==> src/rtl/phys_reg_map_table.sv <==
// Register rename map table: arch -> phys tag mapping with four branch checkpoints.
// Restore has priority over revert, and revert has priority over rename; a flush also squashes any save in the same cycle.
module phys_reg_map_table (
  input  logic       CLK,
  input  logic       nRST,
  input  logic       rename_valid,
  input  logic [4:0] rename_dest_arch_reg_tag,
  input  logic [4:0] rename_source_0_arch_reg_tag,
  input  logic [4:0] rename_source_1_arch_reg_tag,
  input  logic [5:0] rename_new_dest_phys_reg_tag,
  output logic [5:0] source_0_phys_reg_tag,
  output logic [5:0] source_1_phys_reg_tag,
  output logic [5:0] old_dest_phys_reg_tag,
  output logic       free_list_dequeue_valid,
  input  logic       revert_valid,
  input  logic [4:0] revert_dest_arch_reg_tag,
  input  logic [5:0] revert_safe_dest_phys_reg_tag,
  input  logic       save_checkpoint_valid,
  input  logic [3:0] save_checkpoint_ROB_index,
  output logic [1:0] save_checkpoint_column,
  output logic       save_checkpoint_success,
  input  logic       restore_checkpoint_valid,
  input  logic       restore_checkpoint_speculate_failed,
  input  logic [3:0] restore_checkpoint_ROB_index,
  input  logic [1:0] restore_checkpoint_column,
  output logic       restore_checkpoint_success
);

  logic [5:0] r_map [32];
  logic [5:0] r_ckptMap [4][32];
  logic [3:0] r_ckptTag [4];
  logic [3:0] r_ckptValid;
  logic [1:0] r_head;

  logic [5:0] w_mapNext [32];
  logic       w_renameWrite;
  logic       w_revertWrite;
  logic       w_restoreFlush;
  logic       w_restoreRelease;

  // Reads see the map before this cycle's write; arch reg 0 is hardwired to phys 0.
  assign source_0_phys_reg_tag = (rename_source_0_arch_reg_tag == 5'd0) ? 6'd0 : r_map[rename_source_0_arch_reg_tag];
  assign source_1_phys_reg_tag = (rename_source_1_arch_reg_tag == 5'd0) ? 6'd0 : r_map[rename_source_1_arch_reg_tag];
  assign old_dest_phys_reg_tag = (rename_dest_arch_reg_tag == 5'd0) ? 6'd0 : r_map[rename_dest_arch_reg_tag];

  assign free_list_dequeue_valid = nRST & rename_valid & (rename_dest_arch_reg_tag != 5'd0)
                                 & ~restore_checkpoint_valid & ~revert_valid;
  assign w_renameWrite = free_list_dequeue_valid;
  assign w_revertWrite = nRST & revert_valid & ~restore_checkpoint_valid & (revert_dest_arch_reg_tag != 5'd0);

  assign save_checkpoint_column  = r_head;
  assign save_checkpoint_success = nRST & save_checkpoint_valid & ~r_ckptValid[r_head];

  assign restore_checkpoint_success = nRST & restore_checkpoint_valid
                                    & r_ckptValid[restore_checkpoint_column]
                                    & (r_ckptTag[restore_checkpoint_column] == restore_checkpoint_ROB_index);
  assign w_restoreFlush   = restore_checkpoint_success & restore_checkpoint_speculate_failed;
  assign w_restoreRelease = restore_checkpoint_success & ~restore_checkpoint_speculate_failed;

  always_comb begin
    w_mapNext = r_map;
    if (w_revertWrite)
      w_mapNext[revert_dest_arch_reg_tag] = revert_safe_dest_phys_reg_tag;
    else if (w_renameWrite)
      w_mapNext[rename_dest_arch_reg_tag] = rename_new_dest_phys_reg_tag;
  end

  // A saved copy captures w_mapNext so a rename accepted alongside the save is part of it.
  always_ff @(posedge CLK or negedge nRST) begin
    if (!nRST) begin
      for (int i = 0; i < 32; i++) begin
        r_map[i] <= 6'(i);
        for (int c = 0; c < 4; c++) r_ckptMap[c][i] <= 6'(i);
      end
      for (int c = 0; c < 4; c++) r_ckptTag[c] <= 4'd0;
      r_ckptValid <= 4'd0;
      r_head      <= 2'd0;
    end else if (w_restoreFlush) begin
      r_map       <= r_ckptMap[restore_checkpoint_column];
      r_ckptValid <= 4'd0;
      r_head      <= restore_checkpoint_column;
    end else begin
      r_map <= w_mapNext;
      if (save_checkpoint_success) begin
        r_ckptValid[r_head] <= 1'b1;
        r_ckptTag[r_head]   <= save_checkpoint_ROB_index;
        r_ckptMap[r_head]   <= w_mapNext;
        r_head              <= r_head + 2'd1;
      end
      if (w_restoreRelease)
        r_ckptValid[restore_checkpoint_column] <= 1'b0;
    end
  end

endmodule

==> config.mk <==
export PLATFORM = sky130hd
export DESIGN_NAME = phys_reg_map_table
export DESIGN_NICKNAME = d
export VERILOG_FILES = /design/src/rtl/phys_reg_map_table.sv
export SDC_FILE = /design/constraint.sdc
export NUM_CORES = 2
export LEC_CHECK = 0
export CORE_MARGIN = 2
export CORE_UTILIZATION = 55
export CTS_CLUSTER_SIZE = 12
export DETAILED_ROUTE_END_ITERATION = 6
export PLACE_DENSITY_LB_ADDON = 0.05
export SYNTH_ARGS = -nofsm -noshare
export SYNTH_HDL_FRONTEND = slang
export SYNTH_SLANG_ARGS = --single-unit
export TNS_END_PERCENT = 1
==> constraint.sdc <==
create_clock -name CLK -period 9.6 [get_ports CLK]
set_clock_uncertainty 0.2 [all_clocks]
set_input_delay 1.92 -clock CLK [delete_from_list [all_inputs] [get_ports CLK]]
set_output_delay 1.92 -clock CLK [all_outputs]
set_load 0.05 [all_outputs]
Word-level counts from Yosys, hierarchy flattened

Index checks and enable logic that the tools add are counted.

Memories: 0
Logic and storage cells: 268
Flip-flop bits (word level): 982
Latch bits: 0
Input port bits: 49
Output and inout bits: 23
ROM bits: 0
Bits in writable memories: 0

Bitwise gates (word level): 28
Multipliers: 0
Magnitude comparators: 13
Mux-type cells: 47
Shifts and indexed selects: 0
Add/subtract/negate cells: 1
Div/mod/pow operators: 0
Eq/ne operators: 1
Reduce and logical (&&, ||, !) cells: 12

Operator list:

| cell                                                                          | count |
|---|---|
| 192-bit 2-to-1 mux                                                            | 6 |
| 768-bit bitwise mux                                                           | 1 |
| 192-bit binary-select mux with 2-bit select                                   | 1 |
| 192-bit bitwise mux                                                           | 2 |
| 192-bit demux with 2-bit select                                               | 1 |
| 6-bit binary-select mux with 5-bit select                                     | 3 |
| 6-bit 2-to-1 mux                                                              | 11 |
| 6-bit demux with 5-bit select                                                 | 2 |
| 4-bit 2-to-1 mux                                                              | 7 |
| 6-bit greater-or-equal comparator (second input constant)                     | 4 |
| 5-bit NOT with 6-bit output                                                   | 4 |
| 16-bit bitwise mux                                                            | 1 |
| 5-bit logical NOT                                                             | 3 |
| 1-bit bitwise AND                                                             | 14 |
| 6-bit by 1-bit less-than comparator with 1-bit output (second input constant) | 2 |
| 5-bit nonzero test                                                            | 2 |
| 4-bit binary-select mux with 2-bit select                                     | 1 |
| 4-bit demux with 2-bit select                                                 | 1 |
| 3-bit greater-or-equal comparator (second input constant)                     | 2 |
| 2-bit by 3-bit less-than comparator with 1-bit output (second input constant) | 2 |
| 2-bit NOT with 3-bit output                                                   | 2 |
| 1-bit logical AND                                                             | 5 |
| 1-bit NOT                                                                     | 5 |
| 4-bit bitwise AND                                                             | 1 |
| other kinds (12)                                                              | 19 |

Logic depth before layout (Yosys ltp)

Depth in word-level cells: 11
Mapped depth: 10
Gate-level depth less buffers: 7

Least setup slack after synthesis

OpenSTA, ideal clock, no wires.

Path kind: input-to-output
From: in rename_source_0_arch_reg_tag[0]
To: out source_0_phys_reg_tag[5]
Setup slack: 3.130 ns
Cell stages on the path: 6
Arrival time: 4.350 ns
Buffers on the path: 2
Data required time: 7.480 ns
Cells stage by stage: buf_1 buf_2 mux4_2 mux4_2 nand2_1 o21ai_0

Word-level cells in the longest chain between the ends: 5
Elaborated cells on any way between the ends: 6
Those cells by class: mux: 4; bitwise: 1; reduce/logical: 1

RTL lines:

| what                                                 | RTL line | text |
|---|---|---|
| start: declaration                                   | 8        | `input logic [4:0] rename_source_0_arch_reg_tag,` |
| 5-bit NOT with 6-bit output (implied by the code)    | 42       | `assign source_0_phys_reg_tag = (rename_source_0_arch_reg_tag == 5'd0) ? 6'd0 : r_map[rename_source_0_arch_reg_ ...` |
| 6-bit binary-select mux with 5-bit select            | 42       |  |
| 6-bit 2-to-1 mux (implied by the code) (2 in series) | 42       |  |
| 6-bit 2-to-1 mux (*)                                 | 42       |  |
| end: declaration                                     | 11       | `output logic [5:0] source_0_phys_reg_tag,` |

Every way passes the cells marked *; elsewhere a longest branch is shown, timed or not. The select of a mux whose other input is x is not followed.

Final worst setup path

From: in rename_dest_arch_reg_tag[4]
To: out old_dest_phys_reg_tag[3]

Word-level cells in the longest chain between the ends: 5
Elaborated cells on any way between the ends: 6
Those cells by class: mux: 4; bitwise: 1; reduce/logical: 1

RTL lines:

| what                                                 | RTL line | text |
|---|---|---|
| start: declaration                                   | 7        | `input logic [4:0] rename_dest_arch_reg_tag,` |
| 5-bit NOT with 6-bit output (implied by the code)    | 44       | `assign old_dest_phys_reg_tag = (rename_dest_arch_reg_tag == 5'd0) ? 6'd0 : r_map[rename_dest_arch_reg_tag];` |
| 6-bit binary-select mux with 5-bit select            | 44       |  |
| 6-bit 2-to-1 mux (implied by the code) (2 in series) | 44       |  |
| 6-bit 2-to-1 mux (*)                                 | 44       |  |
| end: declaration                                     | 13       | `output logic [5:0] old_dest_phys_reg_tag,` |

Marks and branches as above.

==> results by group <==
CTS
  – CTS H-Tree Depth: 3
  – Post-CTS Resized: 0
  – TritonCTS Buffers: 105
  – Reg clk slew, reported paths: 0.06 ns
  – Postcts setup bufs: 0
  – Number of hold buffers added after cts: 0
  – CTS tree: yes
  – Clk_lat worst skew: 0.72 ns
  – Clk root buf: clkbuf_16
  – # clock sinks: 982
  – Max clock buf depth: 3

Synthesis
  – Mapped Area: 0.0495 mm²
  – Sequential element share of the synthesized area: 50.7%
  – Number of synthesized flops with an enable pin: 0
  – Yosys top cell by area: dfrtp_1
  – Yosys warns: 0
  – Ys async rst share: 100%
  – Synth Area per Inst: 11.4 µm²
  – Top area cells in the synthesized netlist: dfrtp_1 29%, dfstp_2 21%, a21oi_1 17%
  – Synth Instances: 4323
  – Post-synth top area share: 29.4%
  – Predominant post-synthesis flop cell: dfrtp_1
  – Yosys cell types: 67
  – FF+latch count, synth: 982
  – Syn_nets: 4376

GRT
  – GRT Total Usage: 36.8%
  – Antenna violations before repair: 20
  – First-pass GRT wire length: 257 mm
  – Number of global-route vias before repair: 38400
  – Largest net degree at the start of global routing: 213
  – Remaining Overflow, GRT: 0

Final layout
  – Area Overhead vs Synth: 8.86%
  – Most frequent cells in the layout: 1729 x a21oi_1, 582 x dfrtp_1, 400 x dfstp_2
  – Non-filler instance count after layout: 5401
  – Count of nets after finishing: 4180
  – Layout cells sized above 1: 26.7%
  – Layout Utilization: 60.6%
  – Most common cell after layout, fill and taps aside: a21oi_1

STA
  – Final Hold Fails: 0
  – Worst Tran Pin Value: 1.36 ns
  – Final setup viols: 0
  – RSZ-0062 raised after global routing: false
  – Slew headroom: 9.08%
  – Final worst-path cycle share: 76.5%
  – Max Clock Freq: 136 MHz
  – Total negative slack: 0 ns
  – Max-slew violations: 0
  – Min Tclk post-route: 7.35 ns

Setup path
  – Req. time, crit path: 7.48 ns
  – CP Buf/Inv Count: 2
  – Crit start category: input port
  – Arr. time, crit path: 5.23 ns
  – Worst reg2reg startpoint: r_ckptTag[0]
  – Top delay family on crit path: buffers and inverters
  – Crit path kind: in -> out
  – CP peak stage delay: 0.93 ns
  – Critical R2R Capture: r_ckptMap[484]
  – Max Fanout on Critical Path: 20
  – Critical Path, Cell by Cell: clkdlybuf4s50_1, and3_1, a22o_1, a221oi_1, a31oi_1, clkdlybuf4s50_1
  – Reg2Reg Depth: 9
  – FF-to-FF setup slack: 5.25 ns
  – Worst path slowest cell: clkdlybuf4s50_1
  – Worst path most repeated cell: clkdlybuf4s50_1
  – Crit. End Element: output pin

Status
  – Run status: finished with violations
  – Failing checks: design-rule violations

Route
  – 1st-iter DRT viols: 5967
  – DRT met1 WL: 66.9 mm
  – Vias: 39500
  – Post-detailed-route count of antenna-violating nets: 0
  – DR WL/cell: 31.6 µm
  – Metal3 WL: 22.3 mm
  – Drt first pass iters: 7
  – Routed wire length: 171 mm
  – Routed wl met2: 73.3 mm
  – DR top layer: met5
  – Post-DR vias/cell: 7.32
  – Drc violations: 112

Placement
  – IO buf count: 71
  – Placer congestion estimate: 1.03
  – DP Wirelength: 103 mm
  – Placed insts: 5185

Power and ir drop
  – Total power: 17.2 mW
  – Lkg Pwr: 20.9 nW
  – Cell area power density: 319 mW/mm²
  – VDD IR max: 0.197 mV

Min path
  – Hold path depth: 1
  – Hold path startpoint: r_ckptMap[190]
  – Hold WC Path Type: reg -> reg
  – Worst hold path endpoint: r_ckptMap[190]

Floorplan
  – Site row count: 109
  – Core area: 0.0888 mm²
  – Chip Height: 304 µm
  – Die footprint: 0.0923 mm²
  – Chip width: 304 µm
  – Initial Utilization: 55.7%
  – Io pins: 72

Job
  – Maximum Capacitance Violations: 0
[routing by layer]
| metal | vias up | track usage [%] |
|---|---|---|
| li1 | 16200 | - |
| met1 | 20400 | 51.7 |
| met2 | 2437 | 52.4 |
| met3 | 495 | 12.5 |
| met4 | 14 | 15.8 |
| met5 | - | 0 |
[state kept, by name, summed over array words and instances (netlist names)]
| signal | cells |
|---|---|
| r_ckptValid | 4 |
| save_checkpoint_column | 2 |
| r_map | 192 |
| r_ckptTag | 16 |
| r_ckptMap | 768 |
[layout make-up]
cell class	count	area, µm²
Antenna cell	16	40.0
Clock buffer	172	3090
Clock inverter	28	364
Fill cell	7077	34900
Inverter	19	71.3
Multi-Input combinational cell	2869	22300
Sequential cell	982	25100
Tap cell	1165	1460
Timing Repair Buffer	150	1430
[worst max path at each step]
| stage | from | endpoint | cells past startpoint |
|---|---|---|---|
| after floorplan | rename_source_0_arch_reg_tag[0] | source_0_phys_reg_tag[5] | 6 |
| after global placement | rename_source_1_arch_reg_tag[1] | source_1_phys_reg_tag[4] | 7 |
| after detailed placement | rename_source_1_arch_reg_tag[1] | source_1_phys_reg_tag[5] | 7 |
| after CTS | rename_source_1_arch_reg_tag[1] | source_1_phys_reg_tag[5] | 7 |
| after global routing | rename_dest_arch_reg_tag[4] | old_dest_phys_reg_tag[2] | 6 |
| final | rename_dest_arch_reg_tag[4] | old_dest_phys_reg_tag[3] | 6 |
[report_power, final]
part,internal (mW),switching (mW),total (mW)
clock network,2.35,1.74,4.08
registers,6.61,1.61,8.22
logic,2.34,2.53,4.86
[logic make-up (layout without fill, tap and decap cells)]
kind of cell	count (synthesis)	in the layout	share of synthesized area, %
DFF	982	982	50.7
xor gates and xnor gates	13	13	0.230
AOI/OAI and AO/OA	2017	2017	22.8
and+or+nand+nor	419	419	4.16
muxes	416	416	17.7
buffers and inverters	472	369	4.29
other	0	16	0
adders and majority gates	4	4	0.101
[cell usage after synthesis (5+ instances only)]
master       n
a21oi_1   1729
dfrtp_1    582
dfstp_2    400
mux4_2     362
nor2_1     240
buf_2      211
clkbuf_1   177
a222oi_1   122
a22o_1      60
buf_1       52
and2_1      41
mux2_2      40
nand2_1     32
a21oi_2     24
inv_1       19
o21ai_0     19
and3_1      16
a22oi_1     12
buf_6       11
nand3_1     11
nor3_1      11
o22ai_2     10
or2_2        8
mux2_1       7
mux2i_1      7
xnor2_1      7
a221oi_1     6
a221oi_2     6
a31oi_1      6
nand4_1      6
nor2_2       6
xor2_1       6
nor4_1       5
or3_1        5
[worst register-to-register path, delay by kind of cell (launching register included)]
family	cells	cell delay [ns]
AOI/OAI and AO/OA	3	0.74
DFF	1	0.37
muxes	1	0.48
xor gates and xnor gates	1	0.15
buffers and inverters	3	2.24
and+or+nand+nor	1	0.08
[metrics by stage]
step | hold WS [ns] | cell area (µm²) | setup WS [ns]
global route | 0.299 | 53800 | 2.18
finish | 0.283 | 53800 | 2.25
floorplan | 0.253 | 49500 | 3.13
CTS | 0.286 | 53800 | 2.34
detailed placement | 0.272 | 50300 | 2.35
global placement | 0.266 | 50300 | 2.36
Power figures use the tool's default switching activity.
